## src/rtl/calc_sequencer.sv

```systemverilog
// calc_sequencer: pushbutton-driven control sequencer for a simple calculator.
// One button steps through: enter A -> latch A -> enter B -> latch B ->
// execute -> show result (or error) -> back to enter A.
//
// Ports
//   clk          system clock, all state changes on the rising edge
//   reset        synchronous, active-low reset
//   button       raw pushbutton, asynchronous, active-low (0 = pressed)
//   alu_done     arithmetic unit result valid
//   alu_err      arithmetic unit error, only meaningful with alu_done
//   load_a       one-cycle strobe, load operand A
//   load_b       one-cycle strobe, load operand B
//   alu_start    one-cycle strobe, start the operation
//   load_r       one-cycle strobe, load the result register
//   clear_input  one-cycle strobe, clear the keypad entry unit
//   toggle       display select: 0 keypad entry, 1 result
//   error        high while in the error state
//   state        current state code (debug / LEDs)
module calc_sequencer #(
  parameter int unsigned DEBOUNCE_CYCLES = 500000,
  parameter int unsigned TIMEOUT_CYCLES  = 1024
) (
  input  logic       clk,
  input  logic       reset,
  input  logic       button,
  input  logic       alu_done,
  input  logic       alu_err,
  output logic       load_a,
  output logic       load_b,
  output logic       alu_start,
  output logic       load_r,
  output logic       clear_input,
  output logic       toggle,
  output logic       error,
  output logic [2:0] state
);

  localparam int unsigned DB_W = (DEBOUNCE_CYCLES > 1) ? $clog2(DEBOUNCE_CYCLES) : 1;
  localparam int unsigned TO_W = (TIMEOUT_CYCLES > 1) ? $clog2(TIMEOUT_CYCLES) : 1;
  localparam logic [DB_W-1:0] DB_LAST = DB_W'(DEBOUNCE_CYCLES - 1);
  localparam logic [TO_W-1:0] TO_LAST = TO_W'(TIMEOUT_CYCLES - 1);

  typedef enum logic [2:0] {
    ENTER_A = 3'd0,
    LATCH_A = 3'd1,
    ENTER_B = 3'd2,
    LATCH_B = 3'd3,
    EXEC    = 3'd4,
    SHOW    = 3'd5,
    ERR     = 3'd6
  } state_e;

  // ---------------------------------------------------------------------------
  // Button conditioning: synchronizer, debouncer, press detector
  // ---------------------------------------------------------------------------
  logic            sync1_q, sync2_q;
  logic            vld1_q, vld2_q;
  logic            armed_q, armed_d;
  logic            db_level_q, db_level_d;
  logic [DB_W-1:0] db_cnt_q, db_cnt_d;
  logic            press_q, press_d;

  // The synchronizer resets to "released", which is not a real observation of
  // the button. vld1/vld2 mark when sync2 carries a genuine sample; press
  // events are only armed after a genuine released sample has been seen, so a
  // button held through reset never produces a press on its own.
  always_comb begin
    db_cnt_d   = db_cnt_q;
    db_level_d = db_level_q;
    press_d    = 1'b0;
    armed_d    = armed_q | (vld2_q & sync2_q);
    if (sync2_q == db_level_q) begin
      db_cnt_d = '0;
    end else if (db_cnt_q == DB_LAST) begin
      db_cnt_d   = '0;
      db_level_d = sync2_q;
      press_d    = ~sync2_q & armed_q;
    end else begin
      db_cnt_d = db_cnt_q + 1'b1;
    end
  end

  always_ff @(posedge clk) begin
    if (!reset) begin
      sync1_q    <= 1'b1;
      sync2_q    <= 1'b1;
      vld1_q     <= 1'b0;
      vld2_q     <= 1'b0;
      armed_q    <= 1'b0;
      db_level_q <= 1'b1;
      db_cnt_q   <= '0;
      press_q    <= 1'b0;
    end else begin
      sync1_q    <= button;
      sync2_q    <= sync1_q;
      vld1_q     <= 1'b1;
      vld2_q     <= vld1_q;
      armed_q    <= armed_d;
      db_level_q <= db_level_d;
      db_cnt_q   <= db_cnt_d;
      press_q    <= press_d;
    end
  end

  // ---------------------------------------------------------------------------
  // Sequencer FSM
  // ---------------------------------------------------------------------------
  state_e          state_q, state_d;
  logic [TO_W-1:0] tmo_q, tmo_d;
  logic            load_a_q, load_a_d;
  logic            load_b_q, load_b_d;
  logic            start_q, start_d;
  logic            load_r_q, load_r_d;
  logic            clear_q, clear_d;
  logic            toggle_q, toggle_d;
  logic            error_q, error_d;
  logic            ack_clr;

  // All outputs are computed from the state being entered and registered on
  // the same edge as the transition, so each strobe is high exactly during
  // the first cycle of the state that produced it.
  always_comb begin
    state_d  = state_q;
    tmo_d    = tmo_q;
    ack_clr  = 1'b0;
    load_r_d = 1'b0;
    case (state_q)
      ENTER_A: if (press_q) state_d = LATCH_A;
      LATCH_A: state_d = ENTER_B;
      ENTER_B: if (press_q) state_d = LATCH_B;
      LATCH_B: begin
        state_d = EXEC;
        tmo_d   = '0;
      end
      EXEC: begin
        if (alu_done) begin
          if (alu_err) begin
            state_d = ERR;
          end else begin
            state_d  = SHOW;
            load_r_d = 1'b1;
          end
        end else if (tmo_q == TO_LAST) begin
          state_d = ERR;
        end else begin
          tmo_d = tmo_q + 1'b1;
        end
      end
      SHOW, ERR: begin
        if (press_q) begin
          state_d = ENTER_A;
          ack_clr = 1'b1;
        end
      end
      default: state_d = ENTER_A;
    endcase

    load_a_d = (state_d == LATCH_A);
    load_b_d = (state_d == LATCH_B);
    start_d  = (state_d == EXEC) && (state_q != EXEC);
    clear_d  = ack_clr | load_a_d | load_b_d;
    toggle_d = (state_d == SHOW) || (state_d == ERR);
    error_d  = (state_d == ERR);
  end

  always_ff @(posedge clk) begin
    if (!reset) begin
      state_q  <= ENTER_A;
      tmo_q    <= '0;
      load_a_q <= 1'b0;
      load_b_q <= 1'b0;
      start_q  <= 1'b0;
      load_r_q <= 1'b0;
      clear_q  <= 1'b0;
      toggle_q <= 1'b0;
      error_q  <= 1'b0;
    end else begin
      state_q  <= state_d;
      tmo_q    <= tmo_d;
      load_a_q <= load_a_d;
      load_b_q <= load_b_d;
      start_q  <= start_d;
      load_r_q <= load_r_d;
      clear_q  <= clear_d;
      toggle_q <= toggle_d;
      error_q  <= error_d;
    end
  end

  assign load_a      = load_a_q;
  assign load_b      = load_b_q;
  assign alu_start   = start_q;
  assign load_r      = load_r_q;
  assign clear_input = clear_q;
  assign toggle      = toggle_q;
  assign error       = error_q;
  assign state       = state_q;

endmodule

```

## config.mk

```make
export PLATFORM = sky130hd
export DESIGN_NAME = calc_sequencer
export DESIGN_NICKNAME = d
export VERILOG_FILES = /design/src/rtl/calc_sequencer.sv
export SDC_FILE = /design/constraint.sdc
export NUM_CORES = 1
export LEC_CHECK = 0
export CORE_ASPECT_RATIO = 1.5
export CORE_MARGIN = 1
export CORE_UTILIZATION = 40
export CTS_CLUSTER_DIAMETER = 60
export DETAILED_ROUTE_END_ITERATION = 10
export SYNTH_ARGS = -nofsm -noshare
export SYNTH_HDL_FRONTEND = slang
export SYNTH_SLANG_ARGS = --single-unit
```

## constraint.sdc

```tcl
create_clock -name clk -period 3.7 [get_ports clk]
set_clock_uncertainty 0.15 [all_clocks]
set_input_delay 0.555 -clock clk [delete_from_list [all_inputs] [get_ports clk]]
set_output_delay 0.555 -clock clk [all_outputs]
set_load 0.02 [all_outputs]
```

==> results of run 1 <==
-- routing by layer --
layer / vias to the layer above / global-route usage, % / part of all wire [%]
met5: - / 0 / 0
met4: 0 / 6.494 / 1.2
met3: 4 / 4.012 / 3.3
met2: 24 / 25.50 / 50
met1: 660 / 15.80 / 46
li1: 744 / - / -
-- worst reg2reg max path: cells and delay by family (launching register included) --
kind / cells / cell delay, ns
AND/OR/NAND/NOR: 5 / 1.37
flip-flops: 1 / 0.39
-- per-stage QoR --
stage               power [mW]  cells  util (%)
CTS                     0.8346    287     48.03
global placement        0.5261    279     46.07
finish                  0.8195    287     48.03
detailed placement      0.5261    279     46.07
floorplan               0.5183    208         -
global route            0.8552    287     48.03
-- power breakdown --
group	internal [mW]	switching, mW	leakage (nW)
combinational	0.00633	0.00856	0.396
clock	0.133	0.172	0.0441
sequential	0.498	0.00151	0.372
total	0.637	0.183	0.811
-- synthesized netlist by cell type (4+ instances only) --
cell       n  area share [%]
nand4_1   10             3.2
and3_1    12             3.9
xnor2_1    4             1.8
nand2_1   10             1.9
xor2_1    22              10
dfxtp_1   46              48
inv_1      5            0.97
o21ai_0    4             1.0
nand3_1   15             3.9
nor2_1    35             6.8
clkbuf_1   4            0.78
a21oi_1    6             1.6
-- cell type report --
cell class,instances,area (um2)
repair buffers,14,140.1
clock buffers,5,68.82
well taps,64,80.08
inverters,5,18.77
multi-input cells,150,949.7
flip-flops and latches,46,920.9
clock inverters,3,21.27
fillers,469,2380
-- logic make-up after synthesis --
family | after synthesis
AND/OR/NAND/NOR | 106
flip-flops | 46
XOR/XNOR | 26
AO/OA/AOI/OAI | 15
buffers and inverters | 12
adder cells (fa/ha/maj) | 2
multiplexers | 1
-- worst paths after layout --
kind                                      to        start  depth (start not counted)  slack (ns)
worst min register to register       sync2_q      sync1_q                          1        0.25
worst min-delay path                 sync2_q      sync1_q                          1        0.25
worst max-delay path                state[0]     state[0]                          1        1.36
worst max register to register  db_cnt_q[15]  db_cnt_q[2]                          5        1.65
==> impl_metrics.csv, run 1 <==
group,metric,value,unit
global_route,overflow,0,
finish,areaGrowthSynthToFinish,14.23,%
sta,fin_crit,2.341,ns
finish,nets,229,
logic_synthesis,synth-compound-area-share,5.783,%
logic_synthesis,synth.distinct_cells,38,
finish,diodes,0,
sta,fmaxAchievable,427.1,MHz
placement,globalplace.congestion,0.7952,
cts,cts_buffer_depth,2,
worst_setup_path,crit_slowest_cell,"clkdlybuf4s50_1",
logic_synthesis,ys_seq_area_share,47.82,%
worst_setup_path,worstPathRequired,2.99,ns
detailed_routing,vias_per_cell,4.990,
global_route,grt_pass1_wl,5575,um
logic_synthesis,synthXorXnorAreaFrac,11.83,%
placement,dpl_cell_area,2110,um2
logic_synthesis,ys.warnings.count,0,
global_route,antenna_found_initial,0,
cts,h-tree-depth,2,
floorplan,die_w,58.65,um
logic_synthesis,synth-simple-area-share,29.89,%
cts,path_clk_slew,0.09,ns
sta,fin_tns_setup,0,ns
detailed_routing,ant_nets,0,
logic_synthesis,async_flop_share,0,%
worst_setup_path,worstPathMaxFanout,14,
detailed_routing,drt_pass1_iterations,4,
placement,hpwl,2328,um
min_path,min_path_type,"flop to flop",
detailed_routing,via_count,1432,
worst_setup_path,path_buf_inv,1,
worst_setup_path,path_delay_family,"buffers and inverters",
sta,slew_headroom,49.26,%
logic_synthesis,syn-num-nets,215,
worst_setup_path,arrival,1.64,ns
logic_synthesis,syn-instance-count,208,
finish,largest_reg_flops,19,
logic_synthesis,yosys_most_used_dff,"dfxtp_1",
finish,drive_gt1_share,6.726,%
finish,final_cell_mix,"46 x dfxtp_1, 35 x nor2_1, 22 x xor2_1",
logic_synthesis,synth_edf_count,0,
logic_synthesis,synth-adder-area-share,1.300,%
power_and_ir_drop,ir_worst_vdd,0.0002781,V
sta,hold_slack,0.2473,ns
global_route,track_usage,14.45,%
run,maxCapViolations,0,
cts,cts-resized-gates,0,
cts,cts-root-buf,"clkbuf_8",
power_and_ir_drop,p_leak,0.8115,nW
worst_setup_path,cp-start-kind,"flop",
cts,cts_tree,"done",
sta,setup_viol,0,
sta,fin_crit_sh,63.28,%
logic_synthesis,synth-seq-cells,46,
power_and_ir_drop,pwr_density_cell,372.6,nW/um2
cts,cts_setup_buffers,0,
worst_setup_path,crit_path_max_incr_delay,0.70,ns
worst_setup_path,crit_path_end_kind,"output pin",
floorplan,initial_core_util,42.05,%
logic_synthesis,syn-cell-area,1926,um2
finish,fin_area,2200,um2
detailed_routing,drc,0,
cts,clock_sinks,46,
detailed_routing,drt_iter0_drc,40,
logic_synthesis,synth_top_family_by_area,"simple AND/OR/NAND/NOR gates",
detailed_routing,drt_wl_total,3372,um
global_route,grt_max_degree,20,
placement,pre_cts_slack,1.223,ns
detailed_routing,wl_per_cell,11.75,um
sta,final_max_slew_viol_count,0,
finish,regMostFlops,"db_cnt_q",
sta,timing.final.ws_setup,1.359,ns
finish,final_common_cell,"dfxtp_1",
global_route,grt_pass1_vias,1237,
cts,clock_latency,0.30,ns
floorplan,rows,30,
floorplan,die_h,86.98,um
worst_setup_path,critPathKind,"flop to output pin",
placement,io_buffer_count,14,
sta,worst_pin_slew,0.7590,ns
floorplan,die-area,5101,um2
logic_synthesis,synth.avg_cell_area,9.258,um2
cts,cts_hold_buf,0,
worst_setup_path,crit_chain,"clkdlybuf4s50_1",
sta,hold_viol_final,0,
floorplan,num_io_pins,15,
floorplan,core,4579,um2
sta,rsz0062_at_grt,"false",
logic_synthesis,synthMuxAreaShare,0.5198,%
cts,cts_buffers,5,
outcome,outcome,"finished clean",
Note: power is estimated with default switching activity, not from simulation.
==> run 2: changes to the inputs <==
==> constraint.sdc (replaced) <==
create_clock -name clk -period 2.2 [get_ports clk]
set_clock_uncertainty 0.15 [all_clocks]
set_input_delay 0.33 -clock clk [delete_from_list [all_inputs] [get_ports clk]]
set_output_delay 0.33 -clock clk [all_outputs]
set_load 0.02 [all_outputs]
==> run 2 against run 1 <==
  * Design area increased by 1.1%
  * Power grew 69%
  * Via count about the same
  * Setup slack lost 1.1 ns
  * Utilization increased by 0.55 points
  * Sequential power is 68% higher
  * Largest cell class unchanged
  * Critical path type unchanged
  * Clock-buffer cell count unchanged
  * Cell count grew 1.0%
==> impl_metrics.csv, run 2 (synthesis gave the netlist of run 1 again) <==
group,metric,value,unit
placement,globalplace.congestion,0.8005,
min_path,min_path_type,"flop to flop",
cts,cts_setup_buffers,0,
floorplan,rows,30,
cts,cts-root-buf,"clkbuf_8",
detailed_routing,drt_iter0_drc,59,
global_route,track_usage,15.12,%
power_and_ir_drop,p_sw,0.3097,mW
floorplan,die-area,5101,um2
finish,final_cell_mix,"46 x dfxtp_1, 35 x nor2_1, 22 x xor2_1",
sta,timing.final.ws_setup,0.2092,ns
finish,nFillCells,456,
sta,setup_viol,0,
finish,drive_gt1_share,7.965,%
sta,fmaxAchievable,502.3,MHz
worst_setup_path,cp-start-kind,"flop",
worst_setup_path,path_buf_inv,1,
sta,slew_headroom,67.56,%
placement,io_buffer_count,14,
worst_setup_path,rrSetupSlack,0.28,ns
floorplan,num_io_pins,15,
worst_setup_path,worstPathMaxFanout,8,
finish,multi_input_area,949.7,um2
sta,worst_pin_slew,0.4829,ns
worst_setup_path,cp.depth,1,
worst_setup_path,crit_chain,"clkdlybuf4s50_1",
outcome,outcome,"finished clean",
power_and_ir_drop,pwr-share-seq,60.6,%
cts,cts_buffers,5,
power_and_ir_drop,ir_worst_vdd,0.0003616,V
run,maxCapViolations,0,
finish,areaGrowthSynthToFinish,15.53,%
sta,fin_tns_setup,0,ns
finish,seqCellArea,920.9,um2
cts,clock_latency,0.30,ns
power_and_ir_drop,swShare,22.36,%
worst_setup_path,crit_path_end_kind,"output pin",
power_and_ir_drop,pwr_density_cell,622.7,nW/um2
detailed_routing,vias_per_cell,4.941,
finish,regMostFlops,"db_cnt_q",
global_route,antenna_found_initial,0,
cts,h-tree-depth,2,
sta,final_max_slew_viol_count,0,
placement,hpwl,2387,um
detailed_routing,drt_wl_total,3448,um
worst_setup_path,worstPathRequired,1.72,ns
detailed_routing,ant_nets,0,
global_route,grt_max_degree,20,
placement,dpl.cell_count,282,
worst_setup_path,crit_path_max_incr_delay,0.67,ns
detailed_routing,wl_per_cell,11.89,um
sta,fin_crit,1.991,ns
floorplan,die_h,86.98,um
floorplan,core,4579,um2
finish,diodes,0,
placement,pre_cts_slack,0.2089,ns
finish,final_cells,290,
worst_setup_path,reg2reg_depth,5,
global_route,grt_pass1_wl,5837,um
floorplan,die_w,58.65,um
min_path,whs_path_depth,1,
cts,cts_buffer_depth,2,
power_and_ir_drop,p_leak,0.8233,nW
cts,cts-resized-gates,0,
sta,hold_viol_final,0,
detailed_routing,drc,0,
power_and_ir_drop,internal_power,1.076,mW
sta,rsz0062_at_grt,"false",
worst_setup_path,critPathKind,"flop to output pin",
finish,nets,232,
global_route,overflow,0,
detailed_routing,drt_pass1_iterations,4,
global_route,grt_pass1_vias,1358,
cts,path_clk_slew,0.10,ns
finish,final_common_cell,"dfxtp_1",
detailed_routing,via_count,1433,
power_and_ir_drop,clkPwrFrac,37.5,%
worst_setup_path,arrival,1.51,ns
floorplan,initial_core_util,42.05,%
cts,clock_sinks,46,
cts,cts_hold_buf,0,
cts,cts_tree,"done",
worst_setup_path,crit_slowest_cell,"clkdlybuf4s50_1",
power_and_ir_drop,comb_power_share,1.8,%
finish,largest_reg_flops,19,
sta,fin_crit_sh,90.49,%
worst_setup_path,path_delay_family,"buffers and inverters",
-- run 2: cell count changes in the layout (fill, tap and decap cells not counted), sizes merged --
cell and change:
clkinvlp +1, clkinv -2, buf +3, inv +1
-- run 2: path summary, 6_finish.rpt --
check | startpoint | end
setup / recovery | state[1] | state[1]
hold / removal | sync1_q | sync2_q
setup reg to reg | tmo_q[0] | load_a
hold reg to reg | sync1_q | sync2_q
-- run 2: power by group through the flow --
stage / Clock, mW / Combinational, mW / Sequential [mW]
after CTS: 0.548 / 0.0261 / 0.840
after global routing: 0.575 / 0.0281 / 0.841
after global placement: 0 / 0.0261 / 0.859
after detailed placement: 0 / 0.0259 / 0.859
after floorplan: 0 / 0.0129 / 0.859
final: 0.520 / 0.0256 / 0.840
-- run 2: cell type report --
type                       instances  share of cell area (%)
timing repair buffer              17                   7.312
clock buffer                       5                   3.093
inverter                           5                  0.8436
clock inverter                     3                   1.069
sequential                        46                   41.39
multi-input combinational        150                   42.69
tap                               64                   3.600
-- run 2: worst reg2reg max path, cell delays in order (launching register included) --
cell	delay (ns)
dfxtp_1	0.35
ha_1	0.24
and4_1	0.22
and3_1	0.21
o41ai_2	0.39
nor4b_1	0.27
-- run 2: routing by layer --
layer,GRT usage (%),wire [um],vias up
met3,2.675,69,7
met2,26.85,1738,16
met4,7.792,61,0
li1,-,-,745
met1,16.90,1577,665
met5,0,0,-
-- run 2: per-stage QoR --
stage	utilization, %	area, um2	power, mW	hold WS, ns
after floorplan	-	1926	0.8716	0.2077
after global placement	46.56	2132	0.8854	0.2465
after detailed placement	46.56	2132	0.8854	0.2505
after CTS	48.58	2225	1.415	0.2567
after global routing	48.58	2225	1.444	0.2807
final	48.58	2225	1.385	0.2570
==> run 3: changes to the inputs <==
--- a/config.mk
+++ b/config.mk
@@ -5,11 +5,11 @@
 export SDC_FILE = /design/constraint.sdc
 export NUM_CORES = 1
 export LEC_CHECK = 0
-export CORE_ASPECT_RATIO = 1.5
 export CORE_MARGIN = 1
 export CORE_UTILIZATION = 40
 export CTS_CLUSTER_DIAMETER = 60
 export DETAILED_ROUTE_END_ITERATION = 10
+export SLEW_MARGIN = 20
 export SYNTH_ARGS = -nofsm -noshare
 export SYNTH_HDL_FRONTEND = slang
 export SYNTH_SLANG_ARGS = --single-unit
==> run 3 against run 2 <==
  * The flow now finishes with violations (DRC)
  * Die area fell by 0.12%
  * Design area fell by 0.96%
  * Critical path depth unchanged
  * Non-clock buffer count increased by 1
  * Critical path type unchanged
  * Largest power group unchanged
==> impl_metrics.csv, run 3 (synthesis gave the netlist of run 1 again) <==
group,metric,value,unit
sta,hold_viol_final,0,
finish,drive_gt1_share,7.965,%
sta,slew_headroom,67.64,%
worst_setup_path,critPathKind,"flop to output pin",
min_path,min_to,"sync2_q",
worst_setup_path,path_buf_inv,1,
cts,cts_tree,"done",
finish,areaGrowthSynthToFinish,14.42,%
global_route,overflow,0,
worst_setup_path,crit_path_end_kind,"output pin",
min_path,hold_start,"sync1_q",
cts,cts-resized-gates,0,
global_route,grt_pass1_wl,5871,um
placement,io_buffer_count,14,
detailed_routing,wl_per_cell,11.91,um
sta,setup_viol,0,
worst_setup_path,crit_chain,"clkdlybuf4s50_1",
floorplan,initial_core_util,42.75,%
global_route,antenna_found_initial,0,
cts,cts-root-buf,"clkbuf_8",
outcome,violations,"DRC",
outcome,outcome,"finished, violations left",
cts,cts_setup_buffers,0,
sta,final_max_slew_viol_count,0,
finish,final_common_cell,"dfxtp_1",
worst_setup_path,reg2reg_depth,5,
finish,final_cell_mix,"46 x dfxtp_1, 35 x nor2_1, 22 x xor2_1",
global_route,grt_pass1_vias,1267,
finish,diodes,0,
sta,fin_tns_setup,0,ns
cts,cts_buffer_depth,2,
min_path,min_path_type,"flop to flop",
global_route,grt_max_degree,20,
worst_setup_path,worstPathMaxFanout,9,
global_route,track_usage,14.83,%
cts,path_clk_slew,0.08,ns
sta,fin_crit_sh,89.91,%
cts,cts_hold_buf,0,
detailed_routing,drt_iter0_drc,70,
detailed_routing,drt_wl_total,3310,um
finish,regMostFlops,"db_cnt_q",
detailed_routing,drc,3,
cts,cts_buffers,5,
power_and_ir_drop,ir_worst_vdd,0.0002495,V
floorplan,die_w,71.38,um
floorplan,num_io_pins,15,
placement,hpwl,2227,um
cts,clock_latency,0.30,ns
finish,nets,233,
floorplan,die-area,5095,um2
finish,multi_input_area,949.7,um2
detailed_routing,vias_per_cell,5.043,
worst_setup_path,crit_slowest_cell,"clkdlybuf4s50_1",
cts,clock_sinks,46,
worst_setup_path,startpoint,"state[2]",
floorplan,rows,24,
sta,fmaxAchievable,505.6,MHz
worst_setup_path,cp-start-kind,"flop",
placement,globalplace.congestion,0.7731,
sta,hold_slack,0.2583,ns
cts,h-tree-depth,2,
detailed_routing,via_count,1402,
power_and_ir_drop,p_leak,0.8317,nW
sta,worst_pin_slew,0.4802,ns
sta,rsz0062_at_grt,"false",
power_and_ir_drop,pwr_density_cell,609.5,nW/um2
worst_setup_path,worstPathRequired,1.72,ns
worst_setup_path,r2r-start,"tmo_q[0]",
finish,seqCellArea,920.9,um2
worst_setup_path,rrSetupSlack,0.30,ns
worst_setup_path,reg2reg_to,"load_a",
run,maxCapViolations,0,
finish,nFillCells,427,
detailed_routing,drt_pass1_iterations,7,
sta,fin_crit,1.978,ns
detailed_routing,ant_nets,0,
floorplan,core,4504,um2
finish,largest_reg_flops,19,
worst_setup_path,arrival,1.50,ns
floorplan,die_h,71.38,um
worst_setup_path,path_delay_family,"buffers and inverters",
min_path,whs_path_depth,1,
worst_setup_path,crit_path_max_incr_delay,0.67,ns
run 3: cell count changes in the layout (fill, tap and decap cells not counted):
cell / delta
buf_4: +1
clkinvlp_4: -2
clkinv_2: +2
inv_6: -1
run 3: per-stage QoR:
| stage | area, um2 | utilization (%) | total power [mW] | instances | setup slack, ns |
|---|---|---|---|---|---|
| after floorplan | 1926 | - | 0.8716 | 208 | 0.3688 |
| after global placement | 2125 | 47.17 | 0.8863 | 271 | 0.2169 |
| after detailed placement | 2125 | 47.17 | 0.8860 | 271 | 0.2070 |
| after CTS | 2203 | 48.92 | 1.370 | 278 | 0.2137 |
| after global routing | 2203 | 48.92 | 1.403 | 278 | 0.1567 |
| final | 2203 | 48.92 | 1.343 | 278 | 0.2221 |
run 3: worst max-delay path by stage:
stage	end	depth (start not counted)	slack, ns
global placement	load_a	6	0.22
global route	state[2]	1	0.16
finish	state[2]	1	0.22
CTS	state[2]	1	0.21
detailed placement	load_a	6	0.21
floorplan	tmo_q[0]	6	0.37
run 3: cell type report:
cell class              instances  area share (%)
repair buffers                 18           7.723
inverters                       5          0.8518
clock buffers                   5           3.123
multi-input cells             150           43.10
clock inverters                 2          0.4543
well taps                      52           2.953
flip-flops and latches         46           41.79
run 3: routing by layer:
metal	up-vias	GRT usage (%)	wire, um	share of wire, %
met2	17	21.38	1332	40
met5	-	0	0	0
met4	0	7.333	70	2.1
li1	751	-	-	-
met3	5	3.797	91	2.7
met1	629	20.58	1815	55
run 3: where the power goes:
part | switching [mW] | internal, mW
Combinational | 0.0147 | 0.0112
Clock | 0.264 | 0.213
Sequential | 0.00237 | 0.837
